--- src/rtl/pc_fetch_unit_pkg.sv ---
`default_nettype none
// ============================================================================
// Module      : pc_fetch_unit_pkg
// Description : Shared fetch-stage state encodings and the default reset PC.
//               The hazard unit and the testbench use these to decode state.
// Revision    : 1.0 - initial release
// ============================================================================
package pc_fetch_unit_pkg;

    typedef enum logic [1:0] {
        S_REQ     = 2'd0,
        S_WAIT    = 2'd1,
        S_VALID   = 2'd2,
        S_DISCARD = 2'd3
    } fetch_state_t;

    localparam logic [31:0] c_reset_pc_default = 32'hbfc0_0000;

endpackage : pc_fetch_unit_pkg
`default_nettype wire

--- src/rtl/pc_fetch_unit_if.sv ---
`default_nettype none
// ============================================================================
// Module      : pc_fetch_unit_if
// Description : Instruction-fetch request/response bus between the fetch unit
//               (master) and the instruction SRAM-like port (slave).
// Revision    : 1.0 - initial release
// ============================================================================
interface pc_fetch_unit_if #(
    parameter int ADDR_W = 32
);
    logic              inst_req;
    logic [ADDR_W-1:0] inst_addr;
    logic              inst_addr_ok;
    logic              inst_data_ok;
    logic [ADDR_W-1:0] inst_rdata;

    modport master (
        output inst_req,
        output inst_addr,
        input  inst_addr_ok,
        input  inst_data_ok,
        input  inst_rdata
    );

    modport slave (
        input  inst_req,
        input  inst_addr,
        output inst_addr_ok,
        output inst_data_ok,
        output inst_rdata
    );
endinterface : pc_fetch_unit_if
`default_nettype wire

--- src/rtl/pc_fetch_unit.sv ---
`default_nettype none
// ============================================================================
// Module      : pc_fetch_unit
// Description : Fetch PC holder and single-outstanding instruction requester
//               with stall handling and flush redirect / in-flight discard.
// Revision    : 1.0 - initial release
// ============================================================================
module pc_fetch_unit
    import pc_fetch_unit_pkg::*;
#(
    parameter logic [31:0] RESET_PC = c_reset_pc_default,
    parameter int          ADDR_W   = 32
) (
    input  wire logic              clk,
    input  wire logic              rst,
    input  wire logic [ADDR_W-1:0] pc_nextF,
    input  wire logic              stallF,
    input  wire logic              flushF,
    input  wire logic [ADDR_W-1:0] flush_pcF,
    pc_fetch_unit_if.master        inst_bus,
    output logic      [ADDR_W-1:0] pcF,
    output logic      [ADDR_W-1:0] instrF,
    output logic                   instr_validF,
    output logic                   fetch_busyF
);

    fetch_state_t      r_state_q, w_state_d;
    logic [ADDR_W-1:0] r_pc_q,    w_pc_d;
    logic [ADDR_W-1:0] r_instr_q, w_instr_d;

    always_ff @(posedge clk) begin
        if (rst) begin
            r_state_q <= S_REQ;
            r_pc_q    <= RESET_PC[ADDR_W-1:0];
            r_instr_q <= '0;
        end else begin
            r_state_q <= w_state_d;
            r_pc_q    <= w_pc_d;
            r_instr_q <= w_instr_d;
        end
    end

    always_comb begin
        w_state_d = r_state_q;
        w_pc_d    = r_pc_q;
        w_instr_d = r_instr_q;

        case (r_state_q)
            S_REQ: begin
                if (flushF) begin
                    // An accepted request is still owed a data beat; swallow it.
                    w_pc_d    = flush_pcF;
                    w_state_d = inst_bus.inst_addr_ok ? S_DISCARD : S_REQ;
                end else if (inst_bus.inst_addr_ok) begin
                    w_state_d = S_WAIT;
                end
            end
            S_WAIT: begin
                if (flushF) begin
                    w_pc_d    = flush_pcF;
                    w_state_d = inst_bus.inst_data_ok ? S_REQ : S_DISCARD;
                end else if (inst_bus.inst_data_ok) begin
                    w_instr_d = inst_bus.inst_rdata;
                    w_state_d = S_VALID;
                end
            end
            S_VALID: begin
                // pc_nextF is only consumed here, so the delay slot is fetched first.
                if (flushF) begin
                    w_pc_d    = flush_pcF;
                    w_state_d = S_REQ;
                end else if (!stallF) begin
                    w_pc_d    = pc_nextF;
                    w_state_d = S_REQ;
                end
            end
            S_DISCARD: begin
                if (flushF) begin
                    w_pc_d = flush_pcF;
                end
                if (inst_bus.inst_data_ok) begin
                    w_state_d = S_REQ;
                end
            end
            default: begin
                w_state_d = S_REQ;
            end
        endcase
    end

    assign inst_bus.inst_req  = (r_state_q == S_REQ);
    assign inst_bus.inst_addr = r_pc_q;
    assign pcF                = r_pc_q;
    assign instrF             = r_instr_q;
    assign instr_validF       = (r_state_q == S_VALID);
    assign fetch_busyF        = ~instr_validF;

endmodule : pc_fetch_unit
`default_nettype wire
--- src/flat_wrapper.sv ---
// flat-port wrapper written by rule: the top's interface ports become plain ports
module pc_fetch_unit_flat import pc_fetch_unit_pkg::*;
#(
    parameter logic [31:0] RESET_PC = c_reset_pc_default,
    parameter int          ADDR_W   = 32
)
  (clk, rst, pc_nextF, stallF, flushF, flush_pcF, pcF, instrF, instr_validF, fetch_busyF, inst_bus_inst_req, inst_bus_inst_addr, inst_bus_inst_addr_ok, inst_bus_inst_data_ok, inst_bus_inst_rdata);
  pc_fetch_unit_if #(.ADDR_W(ADDR_W)) inst_bus_i ();
  input  wire logic clk;
  input  wire logic rst;
  input  wire logic [ADDR_W-1:0] pc_nextF;
  input  wire logic stallF;
  input  wire logic flushF;
  input  wire logic [ADDR_W-1:0] flush_pcF;
  output logic      [ADDR_W-1:0] pcF;
  output logic      [ADDR_W-1:0] instrF;
  output logic instr_validF;
  output logic fetch_busyF;
  output wire logic [$bits(inst_bus_i.inst_req)-1:0] inst_bus_inst_req;
  output wire logic [$bits(inst_bus_i.inst_addr)-1:0] inst_bus_inst_addr;
  input wire logic [$bits(inst_bus_i.inst_addr_ok)-1:0] inst_bus_inst_addr_ok;
  input wire logic [$bits(inst_bus_i.inst_data_ok)-1:0] inst_bus_inst_data_ok;
  input wire logic [$bits(inst_bus_i.inst_rdata)-1:0] inst_bus_inst_rdata;
  assign inst_bus_inst_req = inst_bus_i.inst_req;
  assign inst_bus_inst_addr = inst_bus_i.inst_addr;
  assign inst_bus_i.inst_addr_ok = inst_bus_inst_addr_ok;
  assign inst_bus_i.inst_data_ok = inst_bus_inst_data_ok;
  assign inst_bus_i.inst_rdata = inst_bus_inst_rdata;
  pc_fetch_unit #(.RESET_PC(RESET_PC), .ADDR_W(ADDR_W)) u_core (.clk(clk), .rst(rst), .pc_nextF(pc_nextF), .stallF(stallF), .flushF(flushF), .flush_pcF(flush_pcF), .inst_bus(inst_bus_i), .pcF(pcF), .instrF(instrF), .instr_validF(instr_validF), .fetch_busyF(fetch_busyF));
endmodule
--- config.mk ---
export PLATFORM = sky130hd
export DESIGN_NAME = pc_fetch_unit_flat
export DESIGN_NICKNAME = d
export VERILOG_FILES = /design/src/rtl/pc_fetch_unit_pkg.sv /design/src/rtl/pc_fetch_unit_if.sv /design/src/rtl/pc_fetch_unit.sv /design/src/flat_wrapper.sv
export SDC_FILE = /design/constraint.sdc
export NUM_CORES = 1
export LEC_CHECK = 0
export ABC_AREA = 1
export BUFFER_PORTS_ARGS = -buffer_cell sky130_fd_sc_hd__buf_2
export CAP_MARGIN = 20
export CORE_ASPECT_RATIO = 0.75
export CORE_MARGIN = 3
export CORE_UTILIZATION = 47
export CTS_BUF_LIST = sky130_fd_sc_hd__clkbuf_2 sky130_fd_sc_hd__clkbuf_4 sky130_fd_sc_hd__clkbuf_8
export DETAILED_ROUTE_END_ITERATION = 10
export PLACE_DENSITY = 0.95
export SYNTH_ARGS = -nofsm -noshare
export SYNTH_HDL_FRONTEND = slang
export SYNTH_SLANG_ARGS = --single-unit
--- constraint.sdc ---
create_clock -name clk -period 2.51 [get_ports clk]
set_input_delay 0.251 -clock clk [delete_from_list [all_inputs] [get_ports clk]]
set_output_delay 0.251 -clock clk [all_outputs]
set_load 0.01 [all_outputs]
# After elaboration in Yosys (flattened, before gate mapping)
# Index checks and enable logic that the tools add are counted.
dict set report totals {
  reg_bits 66
  inputBits 102
  wordCells 32
}
dict set report op_classes {
  n_mux 14
  n_eq_ne 8
  bitwise_logic 2
  n_reduce_logical 5
}
# operator n
set ops {}
lappend ops {{32-bit 2-to-1 mux} 3}
lappend ops {{32-bit one-hot mux with 2 select lines} 1}
lappend ops {{2-bit 2-to-1 mux} 9}
lappend ops {{2-bit one-hot mux with 4 select lines} 1}
lappend ops {{3-bit != test (second input constant)} 2}
lappend ops {{2-bit == test (second input constant)} 2}
lappend ops {{4-bit AND reduction} 1}
lappend ops {{3-bit by 2-bit != test with 1-bit output (second input constant)} 1}
lappend ops {{3-bit AND reduction} 1}
lappend ops {{3-bit OR reduction} 1}
lappend ops {{2-bit by 1-bit == test with 1-bit output (second input constant)} 1}
lappend ops {{2-bit zero test} 1}
lappend ops {{2-bit by 1-bit != test with 1-bit output (second input constant)} 1}
lappend ops {{2-bit != test (second input constant)} 1}
lappend ops {{1-bit NOT} 2}
lappend ops {{2-bit AND reduction} 1}

# Depth between registers and ports, before layout
# Gate-level depths: netlist (run 1).
dict set report logic_depth {
  ltp_word 4
  depth_mapped 9
  depth_no_buf 8
}

# Worst setup path before layout (run 1)
# No wires, ideal clock.
dict set report synth_timing {
  path_type {flip-flop to flip-flop}
  from {register u_core.r_state_q[1]}
  to {register u_core.r_pc_q[12], in the netlist u_core.inst_bus.inst_addr[12]}
  t_arrival_ns 1.116
  setup_slack_ns 1.277
  t_required_ns 2.393
  stages_incl_launch_ff 10
  setup_ns 0.117
  path_cell_list {dfxtp_1 > inv_2 > nor2_4 > nand2_2 > nand2_2 > buf_6 > buf_6 > nand2_1 > a21oi_1 > nor2_1}
}
# element line
set synth_lines {}
lappend synth_lines {{start, declared} pc_fetch_unit.sv:27} ;# fetch_state_t r_state_q, w_state_d;
lappend synth_lines {{start signal, assigned} pc_fetch_unit.sv:37} ;# r_state_q <= w_state_d;
lappend synth_lines {{2-bit == test *} --}
lappend synth_lines {{named net instr_validF} flat_wrapper.sv:17} ;# output logic instr_validF;
lappend synth_lines {{3-bit != test (no line)} --}
lappend synth_lines {{2-bit AND reduction (no line)} --}
lappend synth_lines {{end signal, assigned} pc_fetch_unit.sv:34} ;# r_pc_q <= RESET_PC[ADDR_W-1:0];
lappend synth_lines {{end signal, assigned} pc_fetch_unit.sv:38} ;# r_pc_q <= w_pc_d;
lappend synth_lines {{end, declared} pc_fetch_unit.sv:28} ;# logic [ADDR_W-1:0] r_pc_q, w_pc_d;
# The timed path passes the listed nets; every way through them passes the cells marked *.
# A chain may end at the register's enable or synchronous reset.

# Worst setup path in the final report (run 1)
dict set report layout_timing {
  from {register u_core.r_state_q[0]}
  to {register u_core.r_instr_q[15], in the netlist u_core.instrF[15]}
}
dict set report layout_between {
  elab_chain_cells 2
}
# element line
set layout_rtl {}
lappend layout_rtl {{2-bit by 1-bit == test with 1-bit output} pc_fetch_unit.sv:48} ;# case (r_state_q)
lappend layout_rtl {{3-bit AND reduction (no line)} --}
lappend layout_rtl {{end signal, assigned} pc_fetch_unit.sv:39} ;# r_instr_q <= w_instr_d;
lappend layout_rtl {{end, declared} pc_fetch_unit.sv:29} ;# logic [ADDR_W-1:0] r_instr_q, w_instr_d;
# No other way between the ends.

==> results of run 1 <==
[Yosys cell counts (all sizes together)]
library cell | number | share of area [%]
nand3 | 11 | 2.0
a21oi | 24 | 4.8
nand2 | 77 | 9.8
o211ai | 9 | 2.2
a21boi | 1 | 0.25
and2 | 1 | 0.21
dfxtp | 66 | 43
clkinv | 1 | 0.12
buf | 47 | 12
clkbuf | 9 | 1.1
nor2 | 97 | 12
inv | 20 | 2.5
o21ai | 56 | 9.2
[cells by family after synthesis]
group | share of synthesized area, %
and+or+nand+nor | 24.2
buffers and inverters | 15.8
AOI/OAI and AO/OA | 16.5
DFF | 43.5
[path summary, 6_finish.rpt]
| kind | start | endpoint | slack, ns | depth (start not counted) |
|---|---|---|---|---|
| max | u_core.r_state_q[0]$_SDFFE_PP0P_ | u_core.instrF[15]$_SDFFE_PP0P_ | 0.85 | 7 |
| min | rst | u_core.r_state_q[1]$_SDFFE_PP0P_ | 0.11 | 2 |
| max reg2reg | u_core.r_state_q[0]$_SDFFE_PP0P_ | u_core.instrF[15]$_SDFFE_PP0P_ | 0.85 | 7 |
| min reg2reg | u_core.instrF[0]$_SDFFE_PP0P_ | u_core.instrF[0]$_SDFFE_PP0P_ | 0.48 | 2 |
[placed cells by master, fill, tap and decap left out, drive strengths merged]
cell and instances:
buf 205, nor2 97, nand2 77, dfxtp 66, o21ai 56, a21oi 24, inv 20, nand3 11
o211ai 9, clkbuf 9, clkinv 5, clkinvlp 3, and2 1, a21boi 1
[per-stage QoR]
stage	worst slack [ns]	utilization [%]	instance area [um2]	hold WS, ns
floorplan	1.28	-	3040	0.323
CTS	0.850	65.3	3940	0.0893
global placement	0.984	62.5	3770	0.449
detailed placement	0.872	62.5	3770	0.450
finish	0.851	65.3	3940	0.106
global route	0.698	65.3	3940	0.0955
[metal layers]
metal  global-route usage (%)  part of all wire (%)
met4                     7.12                  0.76
met1                     24.3                    40
met5                        0                     0
met3                     6.13                   8.7
met2                     39.3                    50
[worst register-to-register path, delay by kind of cell (launching register included)]
kind / cells / cell delay (ns)
buffers and inverters: 3 / 0.72
DFF: 1 / 0.41
and+or+nand+nor: 4 / 0.46
[where the power goes]
group,switching [mW],internal (mW)
Combinational,0.310,0.234
Sequential,0.0539,1.13
Clock,0.402,0.354
Total,0.766,1.72
[area by class of cell]
type	instances	area share [%]
clock buffer	9	3.14
clock inverter	7	1.17
inverter	21	2.00
multi-input combinational	276	31.4
sequential	66	33.5
tap	78	2.48
timing repair buffer	205	26.3
[registers in the layout, indices dropped and copies added (netlist names)]
name,cells
u_core.inst_bus.inst_addr,32
u_core.instrF,32
u_core.r_state_q,2
==> flow_summary_export.csv, run 1 <==
group,metric,value,unit
outcome,status,"finished clean",
placed_design,portBuffers,200,
sta,fin_crit_sh,66.1,%
setup_path,cp_max_fo,33,
global_routing,grt.overflow.total,0,
clocking,cts_buffer_depth,2,
setup_path,cp_data_required_time,2.77,ns
floorplan,initial_utilization,50.3,%
sta,finalHoldViolCount,0,
clocking,cts_setup_buffers,0,
drt,vias,3178,
synthesis,syn_inst,419,
sta,rsz0062_at_grt,"false",
sta,drv_slew,0,
setup_path,cp.arrival,1.92,ns
cells_and_area,n_antenna_cell,0,
clocking,cts_hold_buf,0,
placed_design,place_congestion,0.801,
synthesis,avgSynthCellArea,7.25,um2
setup_path,crit_family,"buffers and inverters",
floorplan,die_w,98.8,um
setup_path,crit_top_cell,"nor2_1",
synthesis,synth_area,3040,um2
sta,tns,0,ns
global_routing,first_global_vias,2860,
cells_and_area,nets,681,
clocking,cts_sinks,66,
drt,dr.pass1.iters,5,
drt,drt_iter0_markers,128,
clocking,path_clk_slew,0.07,ns
cells_and_area,multiInputGateArea,1240,um2
sta,fin_crit,1.66,ns
drt,detail-route-antenna-nets,0,
synthesis,ys_ff_latch,66,
setup_path,crit_buf_inv,3,
setup_path,cpPeakStageDelay,0.41,ns
synthesis,synth_seq_area_share,43.5,%
clocking,cts-resized-gates,0,
global_routing,globalRouteTotalUtil,21.3,%
synthesis,syn_nets,521,
synthesis,synth_warnings,0,
drt,wl_per_cell,12.6,um
power_and_ir_drop,powerDensity,630,nW/um2
sta,finalSetupViolations,0,
synthesis,synth.distinct_cells,21,
setup_path,start_kind,"register",
cells_and_area,seq_area,1320,um2
global_routing,grt_start_max_net_pins,43,
setup_path,path_cells,"inv_1 > nor2_1 > nand3_2 > buf_4 > inv_2 > nor2_1 > nor2_1",
setup_path,cp_slowest_cell,"dfxtp_1",
placed_design,dp.final_hpwl,6440,um
clocking,ctsRootBufferMaster,"clkbuf_8",
power_and_ir_drop,vdd_drop_max,291,uV
placed_design,dp.cells,646,
cells_and_area,fillCellCount,535,
clocking,cts_tree,"built",
sta,worst_pin_slew,0.507,ns
worst_hold_path,min_path_type,"primary input to register",
global_routing,grt_pass1_wl,12700,um
floorplan,io-pin-count,201,
cells_and_area,drive_gt1_share,40.8,%
power_and_ir_drop,power,2.48,mW
cells_and_area,final_cells,662,
cells_and_area,syn_to_final_growth,29.8,%
sta,fmax,603,MHz
floorplan,die_h,75.6,um
setup_path,end_kind,"register",
floorplan,rows,24,
sta,fin_skew,0.00747,ns
flow_run,cap_violations,0,
setup_path,crit_type,"register to register",
clocking,cts_inserted_buffers,9,
sta,slew_headroom,66.1,%
drt,vias_per_cell,4.80,
power_and_ir_drop,power_leakage,2.13,nW
clocking,clock_latency,0.33,ns
drt,drc,0,
clocking,htree_levels,3,
floorplan,die_area,7470,um2
drt,drt_wl_total,8310,um
floorplan,core,6040,um2
global_routing,antenna_found_initial,0,
(Power assumes the default switching activity.)
==> inputs of run 2 (changes only) <==
--- a/config.mk
+++ b/config.mk
@@ -10,10 +10,10 @@
 export CAP_MARGIN = 20
 export CORE_ASPECT_RATIO = 0.75
 export CORE_MARGIN = 3
-export CORE_UTILIZATION = 47
+export CORE_UTILIZATION = 43
 export CTS_BUF_LIST = sky130_fd_sc_hd__clkbuf_2 sky130_fd_sc_hd__clkbuf_4 sky130_fd_sc_hd__clkbuf_8
 export DETAILED_ROUTE_END_ITERATION = 10
-export PLACE_DENSITY = 0.95
+export PLACE_DENSITY = 0.9
 export SYNTH_ARGS = -nofsm -noshare
 export SYNTH_HDL_FRONTEND = slang
 export SYNTH_SLANG_ARGS = --single-unit
==> constraint.sdc (replaced) <==
create_clock -name clk -period 1.7 [get_ports clk]
set_input_delay 0.17 -clock clk [delete_from_list [all_inputs] [get_ports clk]]
set_output_delay 0.17 -clock clk [all_outputs]
set_load 0.01 [all_outputs]
==> flow_summary_export.csv, run 2 (same netlist as run 1, synthesis figures left out) <==
group,metric,value,unit
setup_path,crit_type,"register to register",
drt,drt_wl_total,8560,um
clocking,cts_sinks,66,
cells_and_area,layout_common_cells,"buf_2, nor2_1, nand2_1, dfxtp_1, o21ai_0",
cells_and_area,nets,686,
clocking,cts-resized-gates,0,
setup_path,end_kind,"register",
power_and_ir_drop,power.internal,2.71,mW
floorplan,die_area,8120,um2
clocking,ctsRootBufferMaster,"clkbuf_8",
cells_and_area,fin_area,4050,um2
power_and_ir_drop,power_frac_clock,32.8,%
power_and_ir_drop,power,3.83,mW
drt,vias_per_cell,4.77,
setup_path,cp.arrival,1.76,ns
clocking,cts_buffer_depth,2,
sta,slew_headroom,78.0,%
placed_design,place_ws,0.189,ns
sta,finalSetupViolations,0,
clocking,cts_inserted_buffers,9,
power_and_ir_drop,p_sw_share,29.4,%
cells_and_area,final_common_cell,"buf_2",
sta,finalHoldViolCount,0,
setup_path,r2r_cells,6,
sta,worst_pin_slew,0.330,ns
sta,fin_skew,0.00605,ns
global_routing,antenna_found_initial,0,
global_routing,grt_start_max_net_pins,48,
placed_design,place_congestion,0.789,
clocking,htree_levels,3,
clocking,clock_latency,0.32,ns
placed_design,portBuffers,200,
drt,drc,0,
setup_path,cp_data_required_time,1.91,ns
sta,fin_crit_sh,91.0,%
sta,tns,0,ns
placed_design,dp.cells,654,
floorplan,core,6570,um2
cells_and_area,n_antenna_cell,0,
flow_run,cap_violations,0,
drt,dr.pass1.iters,4,
cells_and_area,final_cells,670,
power_and_ir_drop,powerDensity,948,nW/um2
global_routing,globalRouteTotalUtil,20.6,%
power_and_ir_drop,combPwrFrac,21.7,%
cells_and_area,multiInputGateArea,1240,um2
global_routing,grt_pass1_wl,13300,um
worst_hold_path,hold-path-cell-count,2,
floorplan,io-pin-count,201,
floorplan,die_w,103,um
power_and_ir_drop,seqPwrFrac,45.5,%
worst_hold_path,min_path_type,"primary input to register",
drt,wl_per_cell,12.8,um
floorplan,initial_utilization,46.2,%
sta,setup_ws,0.152,ns
cells_and_area,fillCellCount,608,
drt,detail-route-antenna-nets,0,
cells_and_area,drive_gt1_share,41.3,%
power_and_ir_drop,power.net_switching,1.13,mW
cells_and_area,fin_util,61.6,%
clocking,cts_tree,"built",
sta,fmax,646,MHz
clocking,path_clk_slew,0.07,ns
cells_and_area,syn_to_final_growth,33.2,%
drt,drt_iter0_markers,114,
clocking,cts_hold_buf,0,
outcome,status,"finished clean",
sta,drv_slew,0,
setup_path,start_kind,"register",
setup_path,cp_max_fo,17,
global_routing,first_global_vias,3006,
sta,rsz0062_at_grt,"false",
placed_design,dp.final_hpwl,6660,um
cells_and_area,seq_area,1320,um2
floorplan,die_h,78.8,um
placed_design,place_area,3850,um2
power_and_ir_drop,power_leakage,2.18,nW
drt,vias,3196,
sta,fin_crit,1.55,ns
power_and_ir_drop,vdd_drop_max,476,uV
floorplan,rows,25,
clocking,cts_setup_buffers,0,
global_routing,grt.overflow.total,0,
sta,hold_ws,0.0355,ns
run 2: cell types whose count changed in the layout (fill, tap and decap cells not counted), sizes merged:
cell / delta
buf: +5
bufinv: +1
clkinv: +1
clkinvlp: -2
run 2: worst max-delay path: stages, from the launching register on:
cell	delay, ns
dfxtp_1	0.40
inv_1	0.08
nor2_1	0.15
nand3_2	0.27
buf_4	0.29
o21ai_0	0.18
nor2_1	0.06
run 2: layout make-up:
type | count | area share (%)
sequential | 66 | 32.7
multi-input combinational | 276 | 30.6
timing repair buffer | 210 | 27.5
clock buffer | 9 | 3.06
tap | 81 | 2.51
inverter | 21 | 1.95
clock inverter | 7 | 1.73
run 2: power by group through the flow:
stage / registers [mW] / clock network (mW) / logic, mW
floorplan: 1.83 / 0 / 0.497
global placement: 1.77 / 0 / 0.818
detailed placement: 1.78 / 0 / 0.835
CTS: 1.75 / 1.31 / 0.838
global route: 1.76 / 1.38 / 0.931
finish: 1.75 / 1.26 / 0.830
run 2: metal layers:
layer	GRT usage (%)	up-vias	wire, um
met5	0	-	0
met4	4.79	0	40
met3	7.64	4	754
met2	38.5	150	4370
met1	21.7	1415	3400
li1	-	1627	-
run 2: worst paths after layout:
| path | startpoint | end | slack (ns) |
|---|---|---|---|
| setup / recovery | u_core.r_state_q[0]$_SDFFE_PP0P_ | u_core.instrF[30]$_SDFFE_PP0P_ | 0.15 |
| hold / removal | rst | u_core.r_state_q[0]$_SDFFE_PP0P_ | 0.04 |
| setup reg to reg | u_core.r_state_q[0]$_SDFFE_PP0P_ | u_core.instrF[30]$_SDFFE_PP0P_ | 0.15 |
| hold reg to reg | u_core.instrF[11]$_SDFFE_PP0P_ | u_core.instrF[11]$_SDFFE_PP0P_ | 0.48 |
==> inputs of run 3 (changes only) <==
--- a/config.mk
+++ b/config.mk
@@ -10,10 +10,11 @@
 export CAP_MARGIN = 20
 export CORE_ASPECT_RATIO = 0.75
 export CORE_MARGIN = 3
-export CORE_UTILIZATION = 43
+export CORE_UTILIZATION = 30
 export CTS_BUF_LIST = sky130_fd_sc_hd__clkbuf_2 sky130_fd_sc_hd__clkbuf_4 sky130_fd_sc_hd__clkbuf_8
 export DETAILED_ROUTE_END_ITERATION = 10
-export PLACE_DENSITY = 0.9
+export PLACE_DENSITY = 0.69
+export SETUP_SLACK_MARGIN = 0.3
 export SYNTH_ARGS = -nofsm -noshare
 export SYNTH_HDL_FRONTEND = slang
 export SYNTH_SLANG_ARGS = --single-unit
==> flow_summary_export.csv, run 3 (same netlist as run 1, synthesis figures left out) <==
group,metric,value,unit
flow_run,cap_violations,0,
floorplan,die_w,122,um
setup_path,rrSetupSlack,0.37,ns
setup_path,timing.rr.start,"u_core.r_state_q[1]$_SDFFE_PP0P_",
cells_and_area,final_cells,724,
sta,worst_pin_slew,0.296,ns
clocking,cts_sinks,66,
drt,vias,3246,
cells_and_area,syn_to_final_growth,40.1,%
worst_hold_path,min_path_type,"primary input to register",
setup_path,r2r_cells,8,
global_routing,first_global_vias,2822,
cells_and_area,drive_gt1_share,42.1,%
cells_and_area,seq_area,1320,um2
global_routing,antenna_found_initial,0,
global_routing,grt_pass1_wl,13100,um
setup_path,cp_slowest_cell,"dfxtp_2",
floorplan,initial_utilization,31.1,%
placed_design,place_congestion,0.814,
sta,slew_headroom,80.2,%
clocking,cts_hold_buf,0,
cells_and_area,fin_util,43.5,%
setup_path,cp_data_required_time,1.94,ns
power_and_ir_drop,powerDensity,925,nW/um2
setup_path,crit_top_cell,"nand2_1",
worst_hold_path,hold-path-endpoint,"u_core.r_state_q[1]$_SDFFE_PP0P_",
cells_and_area,nets,689,
drt,dr.pass1.iters,4,
sta,rsz0062_at_grt,"true",
sta,finalSetupViolations,0,
setup_path,critPathLaunch,"u_core.r_state_q[1]$_SDFFE_PP0P_",
setup_path,r2r_end,"u_core.inst_bus.inst_addr[6]$_SDFFE_PP0P_",
sta,fin_skew,0.00784,ns
clocking,ctsRootBufferMaster,"clkbuf_8",
drt,wl_per_cell,12.4,um
clocking,htree_levels,3,
worst_hold_path,worstHoldStart,"rst",
sta,tns,0,ns
drt,drt_wl_total,8970,um
setup_path,end_kind,"register",
placed_design,dp.cells,700,
sta,finalHoldViolCount,0,
cells_and_area,multiInputGateArea,1270,um2
global_routing,globalRouteTotalUtil,14.3,%
floorplan,die_area,11400,um2
global_routing,grt.overflow.total,0,
drt,drt_iter0_markers,110,
global_routing,grt_start_max_net_pins,65,
sta,fmax,754,MHz
outcome,status,"finished clean",
sta,drv_slew,0,
placed_design,dp.final_hpwl,6100,um
floorplan,core,9770,um2
setup_path,cpPeakStageDelay,0.35,ns
floorplan,die_h,93.2,um
setup_path,crit_type,"register to register",
setup_path,crit_family,"simple AND/OR/NAND/NOR gates",
clocking,cts_tree,"built",
cells_and_area,layout_common_cells,"buf_2, nor2_1, nand2_1, dfxtp_1, o21ai_0",
drt,vias_per_cell,4.48,
drt,drc,0,
clocking,path_clk_slew,0.07,ns
cells_and_area,final_common_cell,"buf_2",
floorplan,rows,31,
setup_path,start_kind,"register",
worst_hold_path,hold-path-cell-count,2,
setup_path,crit_buf_inv,2,
cells_and_area,fillCellCount,1010,
drt,detail-route-antenna-nets,0,
clocking,cts_buffer_depth,2,
clocking,clock_latency,0.34,ns
clocking,cts_inserted_buffers,9,
power_and_ir_drop,vdd_drop_max,377,uV
placed_design,portBuffers,200,
power_and_ir_drop,power,3.94,mW
setup_path,cp_max_fo,39,
cells_and_area,n_antenna_cell,0,
sta,fin_crit,1.33,ns
setup_path,path_cells,"inv_2 > nor2_4 > nand2_4 > buf_12 > nand2_1 > nand2_1 > a21oi_1 > nor2_1",
power_and_ir_drop,power_leakage,2.25,nW
floorplan,io-pin-count,201,
sta,fin_crit_sh,78.0,%
setup_path,cp.arrival,1.56,ns
## run 3: cell count changes in the layout (fill, tap and decap cells not counted), sizes merged
cell and change:
clkbuf +3
## run 3: area by class of cell
class	instances	area share (%)
Timing Repair Buffer	213	28.7
Inverter	21	1.91
Sequential cell	66	31.1
Clock buffer	9	2.91
Multi-Input combinational cell	276	29.8
Tap cell	132	3.88
Clock inverter	7	1.65
## run 3: metal layers
layer  vias to the layer above  routed length (um)  track usage (%)
met5                         -                   0                0
li1                       1636                   -                -
met2                       144                4180             24.4
met4                         0                  93             4.01
met3                        10                 965             5.62
met1                      1456                3730             16.6
## run 3: report_power, final
group          leakage [nW]  switching, mW  total (mW)  internal, mW
Combinational          1.61          0.484       0.886         0.403
Clock                0.0990          0.627        1.30         0.674
Sequential            0.544         0.0821        1.75          1.67
Total                  2.25           1.19        3.94          2.74
## run 3: worst max-delay path by stage
stage                                                       endpoint  slack [ns]  cells past startpoint
after global placement                u_core.instrF[15]$_SDFFE_PP0P_        0.23                      6
after detailed placement              u_core.instrF[15]$_SDFFE_PP0P_        0.18                      6
after global routing                  u_core.instrF[22]$_SDFFE_PP0P_        0.26                      6
final                      u_core.inst_bus.inst_addr[6]$_SDFFE_PP0P_        0.37                      8
after CTS                             u_core.instrF[26]$_SDFFE_PP0P_        0.25                      6
after floorplan           u_core.inst_bus.inst_addr[12]$_SDFFE_PP0P_        0.47                      9
## run 3: worst register-to-register path: stages, from the launching register on
cell and delay [ns]:
dfxtp_2 0.35, inv_2 0.06, nor2_4 0.18, nand2_4 0.11
buf_12 0.19, nand2_1 0.08, nand2_1 0.05, a21oi_1 0.14
nor2_1 0.05
## run 3: per-stage QoR
step	setup WS, ns	cell area (um2)	hold slack [ns]
final	0.374	4260	0.0217
after global placement	0.232	3890	0.384
after global routing	0.257	4260	0.0227
after detailed placement	0.181	3890	0.383
after CTS	0.248	4130	0.00527
after floorplan	0.467	3040	0.242
## run 3: repair_timing
action                                  in CTS  in global routing
cloned                                       1                  3
buffers inserted                             0                  4
endpoints found under the setup margin      47                 64
pin swaps                                    1                  1
gates resized for setup                      2                  8
